`src/rtl/ex_stage_pkg.sv`:
```
// Shared encodings for the execute stage: operation classes, operations
// (including branch and RV32M codes) and the serial mul/div FSM states.
package ex_stage_pkg;

  localparam int ALUSEL_W = 4;
  localparam int ALUOP_W  = 6;

  typedef enum logic [ALUSEL_W-1:0] {
    SEL_NOP, SEL_LOGIC, SEL_SHIFT, SEL_ARITH, SEL_COMPARE,
    SEL_JUMP, SEL_BRANCH, SEL_LOAD, SEL_STORE, EXE_MULDIV
  } alusel_e;

  typedef enum logic [ALUOP_W-1:0] {
    OP_NOP,
    OP_AND, OP_OR, OP_XOR,
    OP_SLL, OP_SRL, OP_SRA,
    OP_ADD, OP_SUB,
    OP_SLT, OP_SLTU,
    OP_JAL, OP_JALR,
    OP_BEQ, OP_BNE, OP_BLT, OP_BGE, OP_BLTU, OP_BGEU,
    OP_LB, OP_LH, OP_LW, OP_LBU, OP_LHU,
    OP_SB, OP_SH, OP_SW,
    OP_MUL, OP_MULH, OP_MULHSU, OP_MULHU,
    OP_DIV, OP_DIVU, OP_REM, OP_REMU
  } aluop_e;

  typedef enum logic [1:0] {
    MD_IDLE = 2'd0,
    MD_BUSY = 2'd1,
    MD_DONE = 2'd2
  } md_state_e;

  function automatic logic md_is_div(input aluop_e op);
    return op inside {OP_DIV, OP_DIVU, OP_REM, OP_REMU};
  endfunction

endpackage

```
`src/rtl/ex_stage_muldiv.sv`:
```
// Serial RV32M unit: one shift-add or restoring-subtract step per cycle on
// operand magnitudes, with sign correction applied when the result is latched.
module ex_muldiv
  import ex_stage_pkg::*;
#(
  parameter int XLEN     = 32,
  parameter int MD_ITERS = 32
) (
  input  logic               clock,
  input  logic               reset,
  input  logic               i_start,
  input  logic [ALUOP_W-1:0] i_op,
  input  logic [XLEN-1:0]    i_a,
  input  logic [XLEN-1:0]    i_b,
  input  logic               i_stall_mem,
  output logic               o_stall,
  output logic               o_done,
  output logic [XLEN-1:0]    o_result
);

  localparam int CNT_W = $clog2(MD_ITERS) + 1;

  md_state_e             r_state;
  logic [CNT_W-1:0]      r_cnt;
  logic [2*XLEN-1:0]     r_acc;
  logic [XLEN-1:0]       r_opnd;
  logic [XLEN-1:0]       r_result;
  aluop_e                r_op;
  logic                  r_is_div;
  logic                  r_neg_q;
  logic                  r_neg_r;

  aluop_e                w_op;
  logic                  w_a_signed;
  logic                  w_b_signed;
  logic                  w_sa;
  logic                  w_sb;
  logic [XLEN-1:0]       w_abs_a;
  logic [XLEN-1:0]       w_abs_b;
  logic                  w_is_div;
  logic                  w_div0;
  logic                  w_ovf;
  logic [XLEN-1:0]       w_special;
  logic [XLEN:0]         w_mul_sum;
  logic [XLEN:0]         w_rem_sh;
  logic [XLEN:0]         w_diff;
  logic [2*XLEN-1:0]     w_next;

  function automatic logic [XLEN-1:0] md_finalize(input aluop_e op,
                                                  input logic [2*XLEN-1:0] acc,
                                                  input logic neg_q,
                                                  input logic neg_r);
    logic [2*XLEN-1:0] prod;
    logic [XLEN-1:0]   quo;
    logic [XLEN-1:0]   rem;
    logic [XLEN-1:0]   res;
    prod = neg_q ? -acc : acc;
    quo  = neg_q ? -acc[XLEN-1:0] : acc[XLEN-1:0];
    rem  = neg_r ? -acc[2*XLEN-1:XLEN] : acc[2*XLEN-1:XLEN];
    case (op)
      OP_MUL:                       res = prod[XLEN-1:0];
      OP_MULH, OP_MULHSU, OP_MULHU: res = prod[2*XLEN-1:XLEN];
      OP_DIV, OP_DIVU:              res = quo;
      default:                      res = rem;
    endcase
    return res;
  endfunction

  assign w_op       = aluop_e'(i_op);
  assign w_a_signed = w_op inside {OP_MUL, OP_MULH, OP_MULHSU, OP_DIV, OP_REM};
  assign w_b_signed = w_op inside {OP_MUL, OP_MULH, OP_DIV, OP_REM};
  assign w_sa       = w_a_signed & i_a[XLEN-1];
  assign w_sb       = w_b_signed & i_b[XLEN-1];
  assign w_abs_a    = w_sa ? -i_a : i_a;
  assign w_abs_b    = w_sb ? -i_b : i_b;
  assign w_is_div   = md_is_div(w_op);
  assign w_div0     = w_is_div & (i_b == '0);
  assign w_ovf      = (w_op inside {OP_DIV, OP_REM}) &
                      (i_a == {1'b1, {(XLEN-1){1'b0}}}) & (i_b == '1);

  always_comb begin
    w_special = '0;
    if (w_div0)
      w_special = (w_op inside {OP_DIV, OP_DIVU}) ? '1 : i_a;
    else if (w_op == OP_DIV)
      w_special = {1'b1, {(XLEN-1){1'b0}}};
  end

  // Multiply: acc = {partial high, multiplier shifting out}; divide: acc = {remainder, dividend/quotient}.
  assign w_mul_sum = {1'b0, r_acc[2*XLEN-1:XLEN]} + (r_acc[0] ? {1'b0, r_opnd} : '0);
  assign w_rem_sh  = {r_acc[2*XLEN-1:XLEN], r_acc[XLEN-1]};
  assign w_diff    = w_rem_sh - {1'b0, r_opnd};
  assign w_next    = !r_is_div ? {w_mul_sum, r_acc[XLEN-1:1]} :
                     w_diff[XLEN] ? {w_rem_sh[XLEN-1:0], r_acc[XLEN-2:0], 1'b0} :
                                    {w_diff[XLEN-1:0],  r_acc[XLEN-2:0], 1'b1};

  always_ff @(posedge clock or negedge reset) begin
    if (!reset) begin
      r_state  <= MD_IDLE;
      r_cnt    <= '0;
      r_acc    <= '0;
      r_opnd   <= '0;
      r_result <= '0;
      r_op     <= OP_NOP;
      r_is_div <= 1'b0;
      r_neg_q  <= 1'b0;
      r_neg_r  <= 1'b0;
    end else begin
      case (r_state)
        MD_IDLE: begin
          if (i_start) begin
            r_cnt    <= '0;
            r_op     <= w_op;
            r_is_div <= w_is_div;
            r_neg_q  <= w_sa ^ w_sb;
            r_neg_r  <= w_sa;
            r_acc    <= {{XLEN{1'b0}}, (w_is_div ? w_abs_a : w_abs_b)};
            r_opnd   <= w_is_div ? w_abs_b : w_abs_a;
            if (w_div0 | w_ovf) begin
              r_result <= w_special;
              r_state  <= MD_DONE;
            end else begin
              r_state  <= MD_BUSY;
            end
          end
        end
        MD_BUSY: begin
          r_acc <= w_next;
          r_cnt <= r_cnt + 1'b1;
          if (r_cnt == CNT_W'(MD_ITERS-1)) begin
            r_result <= md_finalize(r_op, w_next, r_neg_q, r_neg_r);
            r_state  <= MD_DONE;
          end
        end
        MD_DONE: begin
          if (!i_stall_mem)
            r_state <= MD_IDLE;
        end
        default: r_state <= MD_IDLE;
      endcase
    end
  end

  // Stall covers the issue cycle too, so it must see the start request combinationally.
  assign o_stall  = reset & (((r_state == MD_IDLE) & i_start) | (r_state == MD_BUSY));
  assign o_done   = (r_state == MD_DONE);
  assign o_result = r_result;

endmodule

```
`src/rtl/ex_stage.sv`:
```
// Execute stage: combinational ALU, address generation and branch resolution,
// plus the serial mul/div unit whose busy time stalls the front of the pipe.
module ex_stage
  import ex_stage_pkg::*;
#(
  parameter int XLEN     = 32,
  parameter int MD_ITERS = 32
) (
  input  logic                clock,
  input  logic                reset,
  input  logic                stall_mem,
  input  logic [ALUSEL_W-1:0] alusel_i,
  input  logic [ALUOP_W-1:0]  aluop_i,
  input  logic [XLEN-1:0]     op1_i,
  input  logic [XLEN-1:0]     op2_i,
  input  logic [XLEN-1:0]     link_addr_i,
  input  logic                write_i,
  input  logic [4:0]          regw_addr_i,
  input  logic [XLEN-1:0]     mem_offset_i,
  input  logic [XLEN-1:0]     br_addr_i,
  input  logic [XLEN-1:0]     br_offset_i,
  input  logic                prediction_i,
  input  logic                no_prediction_i,
  input  logic [XLEN-1:0]     pc_i,
  output logic                stall_req_o,
  output logic                discard_o,
  output logic [XLEN-1:0]     br_target_o,
  output logic                bp_update_o,
  output logic [XLEN-1:0]     bp_pc_o,
  output logic                bp_taken_o,
  output logic                write_o,
  output logic [4:0]          regw_addr_o,
  output logic [XLEN-1:0]     wdata_o,
  output logic [ALUOP_W-1:0]  aluop_o,
  output logic [XLEN-1:0]     mem_addr_o,
  output logic [XLEN-1:0]     mem_wdata_o
);

  localparam int SH_W = $clog2(XLEN);

  alusel_e             w_sel;
  aluop_e              w_op;
  logic [SH_W-1:0]     w_shamt;
  logic                w_eq;
  logic                w_lt;
  logic                w_ltu;
  logic                w_cmp;
  logic                w_branch;
  logic                w_mem;
  logic                w_taken;
  logic [XLEN-1:0]     w_tgt_sum;
  logic [XLEN-1:0]     w_taken_tgt;
  logic [XLEN-1:0]     w_wdata;
  logic                w_md_start;
  logic                w_md_stall;
  logic                w_md_done;
  logic [XLEN-1:0]     w_md_result;

  assign w_sel    = alusel_e'(alusel_i);
  assign w_op     = aluop_e'(aluop_i);
  assign w_shamt  = op2_i[SH_W-1:0];
  assign w_eq     = (op1_i == op2_i);
  assign w_lt     = ($signed(op1_i) < $signed(op2_i));
  assign w_ltu    = (op1_i < op2_i);
  assign w_branch = (w_sel == SEL_JUMP) | (w_sel == SEL_BRANCH);
  assign w_mem    = (w_sel == SEL_LOAD) | (w_sel == SEL_STORE);

  always_comb begin
    w_cmp = 1'b0;
    case (w_op)
      OP_BEQ:  w_cmp = w_eq;
      OP_BNE:  w_cmp = !w_eq;
      OP_BLT:  w_cmp = w_lt;
      OP_BGE:  w_cmp = !w_lt;
      OP_BLTU: w_cmp = w_ltu;
      OP_BGEU: w_cmp = !w_ltu;
      default: w_cmp = 1'b0;
    endcase
  end

  assign w_taken     = (w_sel == SEL_JUMP) | ((w_sel == SEL_BRANCH) & w_cmp);
  assign w_tgt_sum   = br_addr_i + br_offset_i;
  assign w_taken_tgt = (w_op == OP_JALR) ? {w_tgt_sum[XLEN-1:1], 1'b0} : w_tgt_sum;

  // Gating with stall_mem keeps a held branch from flushing or training twice.
  assign br_target_o = !w_branch ? '0 : (w_taken ? w_taken_tgt : pc_i + XLEN'(4));
  assign discard_o   = w_branch & (no_prediction_i | (w_taken != prediction_i)) & !stall_mem;
  assign bp_update_o = w_branch & !stall_mem;
  assign bp_pc_o     = pc_i;
  assign bp_taken_o  = w_taken;

  always_comb begin
    w_wdata = '0;
    case (w_sel)
      SEL_LOGIC: begin
        case (w_op)
          OP_AND:  w_wdata = op1_i & op2_i;
          OP_OR:   w_wdata = op1_i | op2_i;
          OP_XOR:  w_wdata = op1_i ^ op2_i;
          default: w_wdata = '0;
        endcase
      end
      SEL_SHIFT: begin
        case (w_op)
          OP_SLL:  w_wdata = op1_i << w_shamt;
          OP_SRL:  w_wdata = op1_i >> w_shamt;
          OP_SRA:  w_wdata = $signed(op1_i) >>> w_shamt;
          default: w_wdata = '0;
        endcase
      end
      SEL_ARITH: begin
        case (w_op)
          OP_ADD:  w_wdata = op1_i + op2_i;
          OP_SUB:  w_wdata = op1_i - op2_i;
          default: w_wdata = '0;
        endcase
      end
      SEL_COMPARE: begin
        case (w_op)
          OP_SLT:  w_wdata = {{(XLEN-1){1'b0}}, w_lt};
          OP_SLTU: w_wdata = {{(XLEN-1){1'b0}}, w_ltu};
          default: w_wdata = '0;
        endcase
      end
      SEL_JUMP:   w_wdata = link_addr_i;
      EXE_MULDIV: w_wdata = w_md_done ? w_md_result : '0;
      default:    w_wdata = '0;
    endcase
  end

  assign w_md_start = (w_sel == EXE_MULDIV);

  ex_muldiv #(
    .XLEN     (XLEN),
    .MD_ITERS (MD_ITERS)
  ) u_muldiv (
    .clock       (clock),
    .reset       (reset),
    .i_start     (w_md_start),
    .i_op        (aluop_i),
    .i_a         (op1_i),
    .i_b         (op2_i),
    .i_stall_mem (stall_mem),
    .o_stall     (w_md_stall),
    .o_done      (w_md_done),
    .o_result    (w_md_result)
  );

  assign stall_req_o = w_md_stall;
  assign wdata_o     = w_wdata;
  assign write_o     = write_i;
  assign regw_addr_o = regw_addr_i;
  assign aluop_o     = aluop_i;
  assign mem_addr_o  = w_mem ? op1_i + mem_offset_i : '0;
  assign mem_wdata_o = w_mem ? op2_i : '0;

endmodule

```
`config.mk`:
```
export PLATFORM = sky130hd
export DESIGN_NAME = ex_stage
export DESIGN_NICKNAME = d
export VERILOG_FILES = /design/src/rtl/ex_stage_pkg.sv /design/src/rtl/ex_stage_muldiv.sv /design/src/rtl/ex_stage.sv
export SDC_FILE = /design/constraint.sdc
export NUM_CORES = 2
export LEC_CHECK = 0
export ABC_AREA = 1
export CORE_MARGIN = 3
export CORE_UTILIZATION = 40
export CTS_BUF_LIST = sky130_fd_sc_hd__clkbuf_4 sky130_fd_sc_hd__clkbuf_8
export DETAILED_ROUTE_END_ITERATION = 10
export SETUP_SLACK_MARGIN = 0.2
export SYNTH_ARGS = -nofsm -noshare
export SYNTH_HDL_FRONTEND = slang
export SYNTH_SLANG_ARGS = --single-unit
```
`constraint.sdc`:
```
create_clock -name clock -period 16.78 [get_ports clock]
set_input_delay 4.195 -clock clock [delete_from_list [all_inputs] [get_ports clock]]
set_output_delay 4.195 -clock clock [all_outputs]
set_load 0.02 [all_outputs]
```
-- After elaboration in Yosys (flattened, before gate mapping)
Cells that the tools add are included.
- register bits after elaboration: 145
- input port bits: 245
- output and inout bits: 176
- $lt $le $gt $ge: 2
- add/sub/neg operators: 13
- eq/ne operators: 50
- bitwise logic cells: 21
- shifts and indexed selects: 3
- reductions and logical operators: 18
- muxes and demuxes: 39
- operators by type and width (kind ; number):
    2-to-1 mux 32 bit ; 18
    one-hot mux 32 bit (3 select lines) ; 3
    2-to-1 mux 64 bit ; 4
    one-hot mux 32 bit (6 select lines) ; 1
    negator 32 bit ; 4
    one-hot mux 32 bit (2 select lines) ; 2
    one-hot mux 64 bit (2 select lines) ; 1
    adder 32 bit ; 3
    == test 6 x 5 -> 1 bit, second input constant ; 13
    == test 32 bit, second input constant ; 2
    less-than comparator 32 bit ; 2
    negator 64 bit ; 1
    == test 6 x 4 -> 1 bit, second input constant ; 7
    adder 32 x 33 -> 33 bit ; 1
    subtractor 33 x 32 -> 33 bit ; 1
    adder 32 x 3 -> 32 bit, second input constant ; 1
    bitwise AND 32 bit ; 1
    == test 32 bit ; 1
    zero test 32 bit ; 1
    OR 32 bit ; 1
    left shift 32 x 5 -> 32 bit ; 1
    >> shifter 32 x 5 -> 32 bit ; 1
    >>> shifter 32 x 5 -> 32 bit ; 1
    subtractor 32 bit ; 1
    other kinds (35) ; 74

-- Logic depth before layout (Yosys ltp)
- depth after elaboration: 9
- mapped depth: 34
- mapped depth without buffers: 33

-- Cells and area by module
Synthesis repeated with hierarchy kept, for this count alone.
- cell total of the unflattened synthesis: 5930
- area, all modules: 32760.2 sq um
- modules (own cells, without submodules) (module ; area each (sq um) ; seq. area each (sq um) ; times used ; cells each):
    ex_muldiv ; 18134.9 ; 3628.5 ; 1 ; 3144
    ex_stage ; 14625.3 ; 0.0 ; 1 ; 2786

-- Least setup slack after synthesis
No wires, ideal clock.
- path kind: input port to output port
- start point: input port op2_i[3]
- end point: output port br_target_o[12]
- setup slack: 4791 ps
- arrival: 7794 ps
- stages on the path: 26
- path through: clkbuf_1 > inv_1 > clkbuf_1 > clkbuf_1 > ha_1 > clkbuf_2 > inv_1 > a21oi_2 > o21ai_2 > nand2_1 > nand2_1 > nand2_1 > nand2_1 > nand2_1 > nand2_1 > nand2_1 > nand2_1 > nand2_1 > nand2_2 > o21ai_0 > a21oi_1 > nand4_4 > nand2_4 > buf_6 > nor2_1 > nor3_1
- longest elaborated chain between the ends: 7
- elaborated cells between the ends (all ways): 11
- those cells by class: 2 x order compare; 1 x eq/ne; 3 x mux; 2 x bitwise; 3 x reduce/logical
- RTL lines (element ; RTL line ; source):
    start, declared ; ex_stage.sv:15 ; input logic [XLEN-1:0] op2_i,
    less-than comparator 32 bit (tied with other cells) ; ex_stage.sv:64 ; assign w_ltu = (op1_i < op2_i);
    zero test 1 bit, on equally long branches ; ex_stage.sv:76, ex_stage.sv:72, ex_stage.sv:74 ;
    one-hot mux 1 bit (6 select lines) (*) ; ex_stage.sv:70 ; case (w_op)
    bitwise AND 1 bit (*) ; ex_stage.sv:81 ; assign w_taken = (w_sel == SEL_JUMP) | ((w_sel == SEL_BRANCH) & w_cmp);
    OR 1 bit (*) ; ex_stage.sv:81 ;
    2-to-1 mux 32 bit (*) (2 in a row) ; ex_stage.sv:86 ; assign br_target_o = !w_branch ? '0 : (w_taken ? w_taken_tgt : pc_i + XLEN'(4));
    end, declared ; ex_stage.sv:27 ; output logic [XLEN-1:0] br_target_o,
Every way passes the cells marked *; elsewhere a longest branch is shown, timed or not.

-- Worst setup path in the final report
- start point: input port op1_i[0]
- end point: output port br_target_o[26]
- longest elaborated chain between the ends: 7
- elaborated cells between the ends (all ways): 11
- those cells by class: 2 x order compare; 1 x eq/ne; 3 x mux; 2 x bitwise; 3 x reduce/logical
- RTL lines (element ; RTL line ; source):
    start, declared ; ex_stage.sv:14 ; input logic [XLEN-1:0] op1_i,
    less-than comparator 32 bit (tied with other cells) ; ex_stage.sv:64 ;
    zero test 1 bit, on equally long branches ; ex_stage.sv:76, ex_stage.sv:72, ex_stage.sv:74 ;
    one-hot mux 1 bit (6 select lines) (*) ; ex_stage.sv:70 ;
    bitwise AND 1 bit (*) ; ex_stage.sv:81 ;
    OR 1 bit (*) ; ex_stage.sv:81 ;
    2-to-1 mux 32 bit (*) (2 in a row) ; ex_stage.sv:86 ;
Marks and branches as above.

==> parameters.txt <==
Parameter                              Value

Floorplan
  Die outline height ... 285 µm
  Die Area ... 81000 µm²
  Die X-Extent ... 285 µm
  Area of the placeable core ... 76500 µm²
  Starting density of the core ... 40.6%
  Site row count ... 101
  Top-Level Pins ... 421

Drt
  Number of detailed-routing iterations run before antenna repair ... 6
  Via total after detailed routing ... 40500
  Post-detailed-route DRC marker count ... 0
  Total detailed-routing wirelength ... 182000 µm
  Remaining number of nets flagged by the antenna check after routing ... 0
  Avg Vias per Cell ... 5.91
  1st-iter DRT viols ... 4921
  Mean routed wirelength per cell ... 26.5 µm

Setup path
  Largest fanout on the critical path ... 16
  Worst setup path category ... input port to output port
  CP Data Arrival Time ... 9750 ps
  Startpoint type of the worst setup path ... input port
  Endpoint class of the critical path ... output port
  Worst EP required ... 12590 ps

Power and ir drop
  Sequential share of power ... 13.8%
  Clk pwr share ... 5.8%
  Power Internal ... 1.77 mW
  Power share of the combinational group ... 80.5%
  Reported leakage power ... 17.8 nW
  Worst vdd ir ... 0.139 mV
  Pwr/cell area ... 140 nW/µm²
  Net switching fraction of the power ... 65.2%
  Psw ... 3.31 mW

Timing
  Min Tclk post-route ... 13950 ps
  Period Utilization, post-route ... 83.1%
  Fin Setup TNS ... 0 ps
  Setup clock skew after layout ... 20.3 ps
  Total count of hold-check failures in the final report ... 0
  Transition time at the pin with the least slew margin ... 1260 ps
  Max Transition Viols Final ... 0
  Setup repair after global routing missed its margin ... no
  Headroom to the max-slew limit ... 15.2%
  Maximum achievable frequency ... 0.0717 GHz
  Setup violation total in the final timing report ... 0

GRT
  Global-route wire length before repair ... 260000 µm
  Overall track demand over capacity in global routing ... 43.0%
  Antenna violations before repair ... 5
  Total congestion overflow after global routing ... 0
  Vias in the first global route ... 38300
  Pin count of the biggest net entering global routing ... 69

Synth
  Proportion of synthesized chip area in sequential cells ... 11.7%
  Distinct cells, synth ... 70
  Post-Synthesis Cells ... 5569
  Post-Synthesis Mean Instance Area ... 5.57 µm²
  Count of state elements after synthesis ... 145
  Async S/R FF share, synth ... 100%
  Top flip-flop cell by instance count after synthesis ... dfrtp_1
  Combined area of all synthesized cells ... 31000 µm²
  Synth warn ... 0
  Number of enable flip-flop cells after synthesis ... 0
  Syn_nets ... 6050

Clock network
  Insertion delay of the later-clocked pin in the worst-skew pair ... 530 ps
  H-Tree Depth ... 4
  Buffer depth of the longest clock path ... 2
  TritonCTS clock tree ... yes
  Clock Tree Root ... clkbuf_8
  Buffers inserted by post-CTS timing repair ... 0
  Clk slew on worst S/H paths ... 100 ps
  Clk sinks ... 145
  Inserted Clock Buffers ... 17
  Cells resized by post-CTS repair ... 0
  Hold bufs inserted after CTS ... 0

Placement
  Detailed placement HPWL ... 149000 µm
  Final weighted congestion of routability-driven global placement ... 1.10
  IO buf count ... 408
  Placed cell areas ... 35800 µm²

Hold path
  Worst min path class ... register to register

Finish
  Number of inserted filler cells in the final layout ... 8469
  Ratio of cells with drive above 1 in the final layout ... 4.45%
  Nets ... 6291
  Area grow syn2layout ... 16.5%
  Layout Cell Area excl Fill ... 36200 µm²

Flow run
  Max-cap violations ... 0

Outcome
  Run status ... completed
-- cell usage in the layout, fill, tap and decap left out, drive strengths merged, types with 16 or more instances in the layout --
master	n
a21boi	16
a21oi	477
a221oi	27
a22oi	20
a31oi	33
buf	83
clkbuf	18
clkdlybuf4s50	404
dfrtp	145
ha	230
inv	792
nand2	1527
nand3	333
nand4	75
nor2	591
nor3	72
nor4	19
o211ai	75
o21a	19
o21ai	460
o21bai	25
o221ai	32
o22ai	44
or2	24
xnor2	19
xor2	138
-- registers in the layout, indices dropped and copies added (netlist names) --
name               flops
u_muldiv.r_neg_q       1
u_muldiv.r_cnt         6
u_muldiv.r_neg_r       1
u_muldiv.o_result     32
u_muldiv.r_is_div      1
u_muldiv.r_opnd       32
u_muldiv.r_op          6
u_muldiv.r_acc        64
u_muldiv.r_state       2
-- power groups by stage --
stage	registers [mW]	logic, mW	clock network (mW)
3_3_place_gp	0.689	3.90	0
2_1_floorplan	0.569	2.69	0
5_1_grt	0.699	4.44	0.309
4_1_cts	0.685	3.94	0.293
6_report	0.698	4.08	0.292
3_5_place_dp	0.689	3.92	0
-- critical path, stage by stage --
cell	delay (ps)
clkdlybuf4s50_1	820
inv_1	400
ha_1	200
inv_1	60
fa_1	380
nand2_1	110
nand2_1	80
a21oi_2	220
o21ai_2	90
nand2_1	80
nand2_1	80
nand2_1	70
nand2_1	90
nand2_1	80
nand2_1	80
nand2_1	110
nand2_1	110
nand2_1	100
nand2_2	150
xor2_1	360
nand2_1	180
nand3_1	140
nand2_1	50
nand2_1	550
nand3_1	140
a21oi_1	180
clkdlybuf4s50_1	630
-- worst paths after layout --
check | startpoint | end | slack (ps) | depth (start not counted)
min in group asynchronous | reset | u_muldiv.r_acc[53]$_DFFE_PN0P_ | 3570 | 1
worst min-delay path | u_muldiv.o_result[19]$_DFFE_PN0P_ | u_muldiv.o_result[19]$_DFFE_PN0P_ | 500 | 2
max in group asynchronous | reset | u_muldiv.r_neg_q$_DFFE_PN0P_ | 11270 | 3
worst max register to register | u_muldiv.r_acc[31]$_DFFE_PN0P_ | u_muldiv.o_result[10]$_DFFE_PN0P_ | 10960 | 32
worst min register to register | u_muldiv.o_result[19]$_DFFE_PN0P_ | u_muldiv.o_result[19]$_DFFE_PN0P_ | 500 | 2
worst max-delay path | op1_i[0] | br_target_o[26] | 2830 | 27
-- per-layer routing --
metal  vias up  track usage, %  routed length [µm]
met5         -               0                   0
met4         0            33.4               17200
met3       534            7.59               16000
met2      2287            68.3               79500
met1     18900            51.6               69000
li1      18800               -                   -
-- Yosys cell counts, types with 9 or more instances --
| cell | instances | area (µm²) |
|---|---|---|
| ha_1 | 230 | 2880 |
| inv_1 | 764 | 2870 |
| o31ai_1 | 10 | 75.1 |
| o21ai_1 | 20 | 100 |
| a21oi_1 | 471 | 2360 |
| a31oi_1 | 33 | 206 |
| nor2_2 | 14 | 87.6 |
| clkbuf_1 | 173 | 649 |
| a21o_1 | 9 | 67.6 |
| nand2_1 | 1485 | 5570 |
| nand2_4 | 10 | 113 |
| buf_2 | 18 | 90.1 |
| o21a_1 | 19 | 143 |
| buf_1 | 16 | 60.1 |
| nor4_1 | 19 | 119 |
| or2_2 | 23 | 144 |
| o21bai_1 | 24 | 180 |
| a21boi_0 | 16 | 120 |
| nor3_1 | 70 | 350 |
| o221ai_1 | 32 | 280 |
| a22oi_1 | 20 | 150 |
| o22ai_1 | 44 | 275 |
| inv_2 | 19 | 71.3 |
| o211ai_1 | 75 | 563 |
| o21ai_0 | 438 | 2190 |
| a211oi_1 | 10 | 75.1 |
| xor2_1 | 138 | 1210 |
| buf_4 | 47 | 353 |
| dfrtp_1 | 145 | 3630 |
| nand3_1 | 325 | 1630 |
| xnor2_1 | 19 | 166 |
| nand4_1 | 74 | 463 |
| nand2_2 | 32 | 200 |
| a221oi_1 | 27 | 236 |
| nor2_1 | 570 | 2140 |
| clkinv_1 | 11 | 41.3 |
| nand3b_1 | 13 | 97.6 |
-- logic make-up after synthesis --
kind of cell / after synthesis / share of synthesized area [%]
flops: 145 / 11.7
xor+xnor: 157 / 4.43
buf+inv: 1059 / 13.7
fa+ha+maj: 236 / 9.66
simple gates: 2665 / 36.1
mux: 8 / 0.258
compound gates: 1299 / 24.2
-- final cells by class --
class                           count  area, µm²  share of cell area, %
Antenna cell                        4       10.0                 0.0277
Clock buffer                       18        248                  0.685
Clock inverter                     14        140                  0.388
Inverter                          794       2980                   8.24
Multi-Input combinational cell   4365      23200                   64.2
Sequential cell                   145       3630                   10.0
Tap cell                         1030       1290                   3.56
Timing Repair Buffer              487       4660                   12.9
-- stage by stage --
step | util [%] | hold slack, ps | setup WS, ps | total power, mW | instances
after global placement | 46.8 | 464 | 3140 | 4.59 | 6821
after global routing | 47.3 | 505 | 2560 | 5.45 | 6853
after CTS | 47.3 | 496 | 3070 | 4.91 | 6853
after detailed placement | 46.8 | 465 | 3070 | 4.61 | 6821
after floorplan | - | 446 | 4790 | 3.26 | 5569
final | 47.3 | 499 | 2830 | 5.07 | 6857
Note: power is estimated with default switching activity, not from simulation.
